===== config.mk =====
export PLATFORM = sky130hd
export DESIGN_NAME = regfile_wb_sched
export DESIGN_NICKNAME = d
export VERILOG_FILES = /design/src/rtl/regfile_wb_sched.sv
export SDC_FILE = /design/constraint.sdc
export NUM_CORES = 1
export LEC_CHECK = 0
export ABC_AREA = 1
export CELL_PAD_IN_SITES_DETAIL_PLACEMENT = 0
export CELL_PAD_IN_SITES_GLOBAL_PLACEMENT = 2
export CORE_AREA = 2 2 115 117
export CTS_BUF_LIST = sky130_fd_sc_hd__clkbuf_4
export DETAILED_ROUTE_END_ITERATION = 7
export DIE_AREA = 0 0 117 119
export GPL_TIMING_DRIVEN = 0
export PLACE_DENSITY = 0.86
export RECOVER_POWER = 50
export SLEW_MARGIN = 40
export SYNTH_ARGS = -nofsm -noshare
export SYNTH_HDL_FRONTEND = slang
export SYNTH_SLANG_ARGS = --single-unit

===== constraint.sdc =====
create_clock -name clk -period 4.1 [get_ports clk]
set_clock_uncertainty 0.1 [all_clocks]
set_input_delay 0.615 -clock clk [delete_from_list [all_inputs] [get_ports clk]]
set_output_delay 0.615 -clock clk [all_outputs]
set_load 0.01 [all_outputs]

===== src/rtl/regfile_wb_sched.sv =====
// -----------------------------------------------------------------------------
// regfile_wb_sched
//    Write-back scheduler and scoreboard for the 8x16-bit register file.
//    NUM_REQ write-back requesters (ALU, load unit, immediate path) share the
//    file's single write port. A round-robin arbiter picks one requester per
//    cycle and the winning request is registered onto the rf_* port in the
//    following cycle. A per-register busy scoreboard lets decode stall on
//    RAW/WAW hazards until the pending write-back has landed in the file.
//
// Ports
//    clk, reset        clock; synchronous active-high reset
//    req_valid/ready   per-requester handshake, ready is a one-hot grant
//    req_id/mode/data  packed per-requester write-back fields (i at [i*W +: W])
//                      mode: 00 full, 01 low byte, 10 high byte, 11 no-write
//    issue_valid/id    decode marks a destination as pending
//    issue_ready       issue accepted this cycle
//    chk_id1/chk_id2   source operands checked against the scoreboard
//    hazard            a checked source is pending
//    busy              scoreboard bits, one per implemented register
//    rf_rd3 .. rf_write_data3  register-file write port (rf_rd3 tied low)
//    wb_err            1-cycle pulse for a dropped write (mode 11 or bad id)
// -----------------------------------------------------------------------------
module regfile_wb_sched #(
   parameter int NUM_REQ  = 3,
   parameter int DATA_W   = 16,
   parameter int ID_W     = 4,
   parameter int NUM_REGS = 8
) (
   input  logic                        clk,
   input  logic                        reset,
   input  logic [NUM_REQ-1:0]          req_valid,
   output logic [NUM_REQ-1:0]          req_ready,
   input  logic [NUM_REQ*ID_W-1:0]     req_id,
   input  logic [NUM_REQ*2-1:0]        req_mode,
   input  logic [NUM_REQ*DATA_W-1:0]   req_data,
   input  logic                        issue_valid,
   input  logic [ID_W-1:0]             issue_id,
   output logic                        issue_ready,
   input  logic [ID_W-1:0]             chk_id1,
   input  logic [ID_W-1:0]             chk_id2,
   output logic                        hazard,
   output logic [NUM_REGS-1:0]         busy,
   output logic                        rf_rd3,
   output logic                        rf_wn3,
   output logic [1:0]                  rf_write_mode,
   output logic [ID_W-1:0]             rf_reg_id3,
   output logic [DATA_W-1:0]           rf_write_data3,
   output logic                        wb_err
);

   localparam int PTR_W = (NUM_REQ > 2) ? 2 : 1;
   localparam logic [1:0] MODE_NONE = 2'b11;

   // Registered state
   logic [PTR_W-1:0]    r_ptr;
   logic [NUM_REGS-1:0] r_busy;
   logic                r_wn3;
   logic                r_err;
   logic [1:0]          r_mode;
   logic [ID_W-1:0]     r_id;
   logic [DATA_W-1:0]   r_data;

   // Arbiter results
   logic                w_found;
   logic [NUM_REQ-1:0]  w_grant;
   logic [PTR_W-1:0]    w_next_ptr;
   logic [ID_W-1:0]     w_sel_id;
   logic [1:0]          w_sel_mode;
   logic [DATA_W-1:0]   w_sel_data;
   logic                w_sel_ok;

   // Scoreboard helpers
   logic                w_issue_busy;
   logic                w_issue_in_range;
   logic                w_issue_acc;
   logic                w_hazard;
   logic [NUM_REGS-1:0] w_busy_next;

   // -------------------------------------------------------------------------
   // Round-robin arbiter: walk the requesters starting at r_ptr with wrap; the
   // first valid one wins. The inner loop over constant i keeps every select
   // a constant index into the packed request buses.
   // -------------------------------------------------------------------------
   always_comb begin : arb
      int idx;
      // NOTE: every variable written here gets a default first, so no path
      // leaves one unassigned and no latch is inferred.
      idx        = 0;
      w_found    = 1'b0;
      w_grant    = '0;
      w_next_ptr = r_ptr;
      w_sel_id   = '0;
      w_sel_mode = MODE_NONE;
      w_sel_data = '0;
      for (int k = 0; k < NUM_REQ; k++) begin
         idx = int'(r_ptr) + k;
         if (idx >= NUM_REQ) idx = idx - NUM_REQ;
         for (int i = 0; i < NUM_REQ; i++) begin
            if (idx == i && !w_found && req_valid[i] && !reset) begin
               w_found    = 1'b1;
               w_grant[i] = 1'b1;
               w_sel_id   = req_id[i*ID_W +: ID_W];
               w_sel_mode = req_mode[i*2 +: 2];
               w_sel_data = req_data[i*DATA_W +: DATA_W];
               w_next_ptr = PTR_W'((i + 1) % NUM_REQ);
            end
         end
      end
   end

   // A granted request is still consumed when it cannot write: no-write mode
   // or an id beyond the implemented registers turns into a wb_err pulse.
   assign w_sel_ok = (w_sel_mode != MODE_NONE) && (int'(w_sel_id) < NUM_REGS);

   // -------------------------------------------------------------------------
   // Scoreboard lookups and next state
   // -------------------------------------------------------------------------
   always_comb begin : sb
      w_issue_busy = 1'b0;
      w_hazard     = 1'b0;
      w_busy_next  = r_busy;
      for (int r = 0; r < NUM_REGS; r++) begin
         if (issue_id == ID_W'(r) && r_busy[r])                 w_issue_busy = 1'b1;
         if ((chk_id1 == ID_W'(r) || chk_id2 == ID_W'(r)) && r_busy[r]) w_hazard = 1'b1;
         // Clear on the write that lands this edge; a same-edge issue to the
         // same register is applied after, so the set wins.
         if (r_wn3 && r_id == ID_W'(r))                          w_busy_next[r] = 1'b0;
         if (w_issue_acc && issue_id == ID_W'(r))                w_busy_next[r] = 1'b1;
      end
   end

   assign w_issue_in_range = int'(issue_id) < NUM_REGS;
   assign w_issue_acc      = issue_valid & ~w_issue_busy & w_issue_in_range & ~reset;

   // -------------------------------------------------------------------------
   // State registers. A reset also discards a registered write in flight.
   // -------------------------------------------------------------------------
   always_ff @(posedge clk) begin
      // NOTE: sequential state uses non-blocking assignments so every flop
      // samples the pre-edge values regardless of statement order.
      if (reset) begin
         r_ptr  <= '0;
         r_busy <= '0;
         r_wn3  <= 1'b0;
         r_err  <= 1'b0;
         r_mode <= MODE_NONE;
         r_id   <= '0;
         r_data <= '0;
      end else begin
         r_busy <= w_busy_next;
         if (w_found) begin
            r_ptr  <= w_next_ptr;
            r_wn3  <= w_sel_ok;
            r_err  <= ~w_sel_ok;
            r_mode <= w_sel_ok ? w_sel_mode : MODE_NONE;
            r_id   <= w_sel_id;
            r_data <= w_sel_data;
         end else begin
            r_wn3  <= 1'b0;
            r_err  <= 1'b0;
            r_mode <= MODE_NONE;
         end
      end
   end

   // -------------------------------------------------------------------------
   // Outputs
   // -------------------------------------------------------------------------
   assign req_ready      = w_grant;
   assign issue_ready    = w_issue_acc;
   assign hazard         = w_hazard;
   assign busy           = r_busy;
   assign rf_rd3         = 1'b0;
   assign rf_wn3         = r_wn3;
   assign rf_write_mode  = r_mode;
   assign rf_reg_id3     = r_id;
   assign rf_write_data3 = r_data;
   assign wb_err         = r_err;

endmodule


# ---- Word-level counts from Yosys, hierarchy flattened
# Cells that the tools add are included.
dict set report totals {
  regBits 34
  latchBits 0
  ram_bits 0
  mem_bits_ro 0
  input_bits 84
  output_inout_bits 38
  mem_count 0
}
dict set report classes {
  add_sub_neg 5
  multipliers 0
  div 0
  order_cmp 5
  n_eq_ne 35
  shifts 0
  muxes 88
  bitwise_logic 7
  reduce_logical 95
}
# operator count
set op_table {}
lappend op_table {{two-way mux 16 bit} 9}
lappend op_table {{equality test 32 x 2 -> 1 bit (second input constant)} 3}
lappend op_table {{equality test 32 x 3 -> 1 bit (second input constant)} 3}
lappend op_table {{zero test 32 bit} 3}
lappend op_table {{two-way mux 32 bit} 3}
lappend op_table {{equality test 4 x 3 -> 1 bit (second input constant)} 16}
lappend op_table {{logical AND 1 bit} 59}
lappend op_table {{two-way mux 1 bit} 49}
lappend op_table {{two-way mux 2 bit} 18}
lappend op_table {{two-way mux 4 bit} 9}
lappend op_table {{equality test 4 x 2 -> 1 bit (second input constant)} 8}
lappend op_table {{equality test 4 x 1 -> 1 bit (second input constant)} 4}
lappend op_table {{zero test 4 bit} 4}
lappend op_table {{nonzero test 2 bit} 8}
lappend op_table {{zero test 1 bit} 9}
lappend op_table {{nonzero test 9 bit} 1}
lappend op_table {{logical OR 1 bit} 8}
lappend op_table {{< comparator 4 bit (second input constant)} 2}
lappend op_table {{subtractor 3 x 2 -> 4 bit (second input constant)} 2}
lappend op_table {{>= comparator 3 x 2 -> 1 bit (second input constant)} 2}
lappend op_table {{NOT 1 bit} 4}
lappend op_table {{adder 2 x 1 -> 3 bit (second input constant)} 1}
lappend op_table {{adder 2 x 2 -> 3 bit (second input constant)} 1}
lappend op_table {{bitwise AND 1 bit} 3}
lappend op_table {{other kinds (6)} 6}

# ---- Logic depth before layout (Yosys ltp)
dict set report depth {
  ltp_word 50
  ltp_mapped 16
}

# ---- Worst setup path after synthesis
# OpenSTA, ideal clock, no wires.
dict set report synth_path {
  kind {input port to output port}
  from {in reset}
  to {out req_ready[2]}
  arrival_time_ns 1.760
  required_ns 3.385
  slack_ns 1.625
  stages 10
  path_buffers 2
  path_cell_list {buf_6 -> inv_6 -> nand3_1 -> nand2_4 -> nor2_8 -> nand3_4 -> nor2_8 -> nand3_2 -> buf_2 -> nand3_1}
}
dict set report synth_between {
  elab_chain_len 43
  word_cells_on_any_way 45
  classes_between {11 x mux; 34 x reduce/logical}
}
# element line_no
set synth_rtl {}
lappend synth_rtl {{from (decl)} 30} ;# input logic reset,
lappend synth_rtl {{zero test 1 bit (*)} 99} ;# if (idx == i && !w_found && req_valid[i] && !reset) begin
lappend synth_rtl {{logical AND 1 bit} 99}
lappend synth_rtl {{two-way mux 1 bit} 99}
lappend synth_rtl {{zero test 1 bit} 99}
lappend synth_rtl {{logical AND 1 bit (3 in a row)} 99}
lappend synth_rtl {{two-way mux 1 bit} 99}
lappend synth_rtl {{zero test 1 bit} 99}
lappend synth_rtl {{logical AND 1 bit (3 in a row)} 99}
lappend synth_rtl {{[... 17 more ...]} -}
lappend synth_rtl {{logical AND 1 bit (3 in a row)} 99}
lappend synth_rtl {{two-way mux 1 bit} 99}
lappend synth_rtl {{zero test 1 bit} 99}
lappend synth_rtl {{logical AND 1 bit (3 in a row)} 99}
lappend synth_rtl {{two-way mux 1 bit} 99}
lappend synth_rtl {{zero test 1 bit} 99}
lappend synth_rtl {{logical AND 1 bit (3 in a row)} 99}
lappend synth_rtl {{two-way mux 1 bit (*)} 99}
lappend synth_rtl {{to (decl)} 32} ;# output logic [NUM_REQ-1:0] req_ready,
# Mark *: on every way between the ends. The rest lies on a longest branch, timed or not.

# ---- Final worst setup path
dict set report layout_path {
  from {reg r_ptr[0]}
  to {out req_ready[2]}
}
dict set report layout_between {
  elab_chain_len 46
  word_cells_on_any_way 65
  classes_between {5 x add/sub; 3 x order compare; 6 x eq/ne; 14 x mux; 37 x reduce/logical}
}
# element line_no
set layout_rtl {}
lappend layout_rtl {{from (decl)} 55} ;# logic [PTR_W-1:0] r_ptr;
lappend layout_rtl {{from (signal assigned)} 152} ;# r_ptr <= w_next_ptr;
lappend layout_rtl {{subtractor 2 x 2 -> 3 bit or >= comparator 2 bit (tied branches)} 97} ;# if (idx >= NUM_REQ) idx = idx - NUM_REQ;
lappend layout_rtl {{two-way mux 32 bit} 97}
lappend layout_rtl {{zero test 32 bit} 99}
lappend layout_rtl {{logical AND 1 bit (2 in a row)} 99}
lappend layout_rtl {{two-way mux 1 bit} 99}
lappend layout_rtl {{zero test 1 bit} 99}
lappend layout_rtl {{logical AND 1 bit (3 in a row)} 99}
lappend layout_rtl {{two-way mux 1 bit} 99}
lappend layout_rtl {{[... 21 more ...]} -}
lappend layout_rtl {{logical AND 1 bit (3 in a row)} 99}
lappend layout_rtl {{two-way mux 1 bit} 99}
lappend layout_rtl {{zero test 1 bit} 99}
lappend layout_rtl {{logical AND 1 bit (3 in a row)} 99}
lappend layout_rtl {{two-way mux 1 bit} 99}
lappend layout_rtl {{zero test 1 bit} 99}
lappend layout_rtl {{logical AND 1 bit (3 in a row)} 99}
lappend layout_rtl {{two-way mux 1 bit (*)} 99}
# Marks and branches as above.

==> impl_metrics.tcl <==
set metrics [dict create \
    synth-edff-count 0 \
    min_period_ns 3.70 \
    rsz0062_at_grt "false" \
    cts_setup_buffers 0 \
    r2r_slack_ns 1.53 \
    yosysTopAreaCellShare 0.239 \
    async_flop_share 0 \
    vias 3525 \
    finalCritPeriodShare 0.902 \
    gr-total-overflow 0 \
    cts_buffers 5 \
    routedWlPerCell_um 14.8 \
    start_util 0.221 \
    fin_setup_tns_ns 0 \
    worstMarginPinSlew_ns 0.643 \
    drt_iter0_drc 161 \
    p_sw_mw 0.488 \
    synth.area.top_cells "dfxtp_1 24%, nand2_1 16%, inv_1 7.4%" \
    ir_drop_mv 0.124 \
    start_kind "flip-flop" \
    internal-power_mw 0.847 \
    crit_slowest_cell "clkdlybuf4s50_1" \
    cap_viol_max_count 0 \
    hold_violations 0 \
    yosysMostFrequentCell "nand2_1" \
    synth_area_leader_cell "dfxtp_1" \
    io_buffers 119 \
    cts_max_level 2 \
    synth_flop_cell "dfxtp_1" \
    setup_viol 0 \
    drcViolationCount 0 \
    gp_congestion 0.831 \
    areaGrowthSynthToFinish_pct 53.4 \
    drtPass1Iterations 4 \
    cts_resized 0 \
    gr-usage-all-layers 0.165 \
    path_max_fanout 10 \
    syn_nets 550 \
    r2r-start "r_ptr[0]$_SDFFE_PP0P_" \
    ys_seq_elements 34 \
    drtAntennaViolNets 0 \
    final_area_sq_mm 0.00436 \
    grt_pass1_wl_mm 18.3 \
    io_pins 122 \
    core_area_sq_mm 0.0129 \
    placed_area_sq_mm 0.00426 \
    regToRegEndpoint "rf_reg_id3[3]$_SDFFE_PP0P_" \
    endpoint_kind "primary output" \
    antenna_found_initial 0 \
    worstPathArrival_ns 2.98 \
    synthDistinctLibCells 39 \
    tritoncts "done" \
    slew_headroom 0.571 \
    combPwrFrac 0.448 \
    avgSynthCellArea_sq_um 6.13 \
    cts_sinks 34 \
    root_buffer "clkbuf_4" \
    clock_path_buffers 2 \
    hold_start "r_ptr[0]$_SDFFE_PP0P_" \
    fin_hold_ws_ns 0.413 \
    clk_pin_slew_worst_paths_ns 0.12 \
    die_h_um 119 \
    place.detailed.hpwl_mm 8.88 \
    netlist_area_sq_mm 0.00284 \
    min_path_type "flip-flop to flip-flop" \
    crit_type "flip-flop to primary output" \
    drive_gt1_frac 0.0846 \
    switching_share 0.365 \
    nNetsFinal 676 \
    drv_slew 0 \
    rows 42 \
    grt_pass1_vias 3635 \
    grt_start_max_net_pins 13 \
    synthTopCellsByCount "120 x nand2_1, 56 x inv_1, 47 x nor2_1" \
    drt_wl_total_mm 11.3 \
    cp_cell_sequence "inv_1, ha_1, nand3_2, nand2_4, nor2_8, nand3_4, nor2_8, nand3_2, buf_2, nand3_1, clkdlybuf4s50_1" \
    fmax_mhz 271 \
    worst_path_largest_cell_delay_ns 0.54 \
    clkLatencyLatePin_ns 0.35 \
    holdPathEnd "r_ptr[0]$_SDFFE_PP0P_" \
    vias_per_cell 4.60 \
    synth_cells 464 \
    reg2reg_depth 15 \
    power_density_mw_per_mm2 306 \
    n_antenna_cell 0 \
    power.share.clock 0.243 \
    status "finished, final reports clean" \
    seq_area_frac_synth 0.239 \
    post-place-ws_ns 0.339 \
    pwr-share-seq 0.309 \
    hold_depth 2 \
    dieArea_sq_mm 0.0139 \
    hold_buffers 0 \
    die_w_um 117 \
    yosysWarnings 0 \
    total_power_mw 1.33 \
    fillers 1443 \
    worstPathRequired_ns 3.38 \
    p_leak_nw 1.93 \
    fin_ws_ns 0.403 \
]
==> through the flow <==
stage / cells / util
3_3_place_gp: 759 / 0.331
5_1_grt: 767 / 0.339
3_5_place_dp: 759 / 0.331
6_report: 767 / 0.339
2_1_floorplan: 464 / -
4_1_cts: 767 / 0.339
==> logic make-up after synthesis <==
logic type	synth area share
compound gates	0.204
fa+ha+maj	0.00880
buf+inv	0.120
flops	0.239
mux	0.0211
other cells	0.00132
simple gates	0.406
==> worst max-delay path, delay by kind of cell, from the launching register on <==
family        cells  cell delay, ns
simple gates      7            1.02
buf+inv           3            0.86
fa+ha+maj         1            0.36
flops             1            0.38
==> registers in the layout, indices dropped and copies added (netlist names) <==
name,count
rf_write_data3,16
busy,8
rf_reg_id3,4
r_ptr,2
rf_write_mode,2
rf_wn3,1
wb_err,1
==> layout by cell type (no fill, tap or decap), drive strengths merged, types with 8 or more instances in the layout <==
cell type / Yosys / routed
inv: 59 / 59
nand3: 48 / 48
a21oi: 34 / 34
o22ai: 9 / 9
nand2: 131 / 131
o21ai: 24 / 24
dfxtp: 34 / 34
nor2: 50 / 50
buf: 12 / 12
clkdlybuf4s50: 0 / 86
nor3: 9 / 9
o2111ai: 8 / 8
clkbuf: 5 / 10
dlygate4sd3: 0 / 33
a31oi: 9 / 9
==> layout make-up <==
type	instances	area, sq um	area share
clock buffer	5	37.5	0.00861
tap	176	220	0.0505
inverter	60	231	0.0531
clock inverter	3	68.8	0.0158
multi-input combinational	353	1820	0.418
buffer	17	109	0.0250
sequential	34	681	0.156
timing repair buffer	119	1190	0.273
==> worst max path at each step <==
stage                                startpoint           end  slack [ns]  cells past startpoint
final                     r_ptr[0]$_SDFFE_PP0P_  req_ready[2]        0.40                     11
after global routing      r_ptr[0]$_SDFFE_PP0P_  req_ready[1]        0.11                     11
after CTS                          req_valid[0]  req_ready[1]        0.33                     10
after detailed placement           req_valid[0]  req_ready[1]        0.34                     10
after global placement             req_valid[0]  req_ready[1]        0.32                     10
after floorplan                           reset  req_ready[2]        1.62                     10
==> power groups by stage <==
stage	clock network, mW	logic, mW	registers (mW)
final	0.324	0.598	0.412
after global routing	0.347	0.669	0.421
after CTS	0.338	0.620	0.417
after detailed placement	0	0.618	0.424
after global placement	0	0.615	0.423
after floorplan	0	0.305	0.441
==> layer usage <==
| layer | share of wire | GRT usage | wire, um | vias up |
|---|---|---|---|---|
| met5 | 0 | 0 | 0 | - |
| met4 | 0.0071 | 0.0221 | 80 | 0 |
| met3 | 0.075 | 0.0468 | 851 | 9 |
| met2 | 0.48 | 0.293 | 5450 | 111 |
| met1 | 0.44 | 0.201 | 4940 | 1602 |
| li1 | - | - | - | 1803 |
Power figures use the tool's default switching activity.
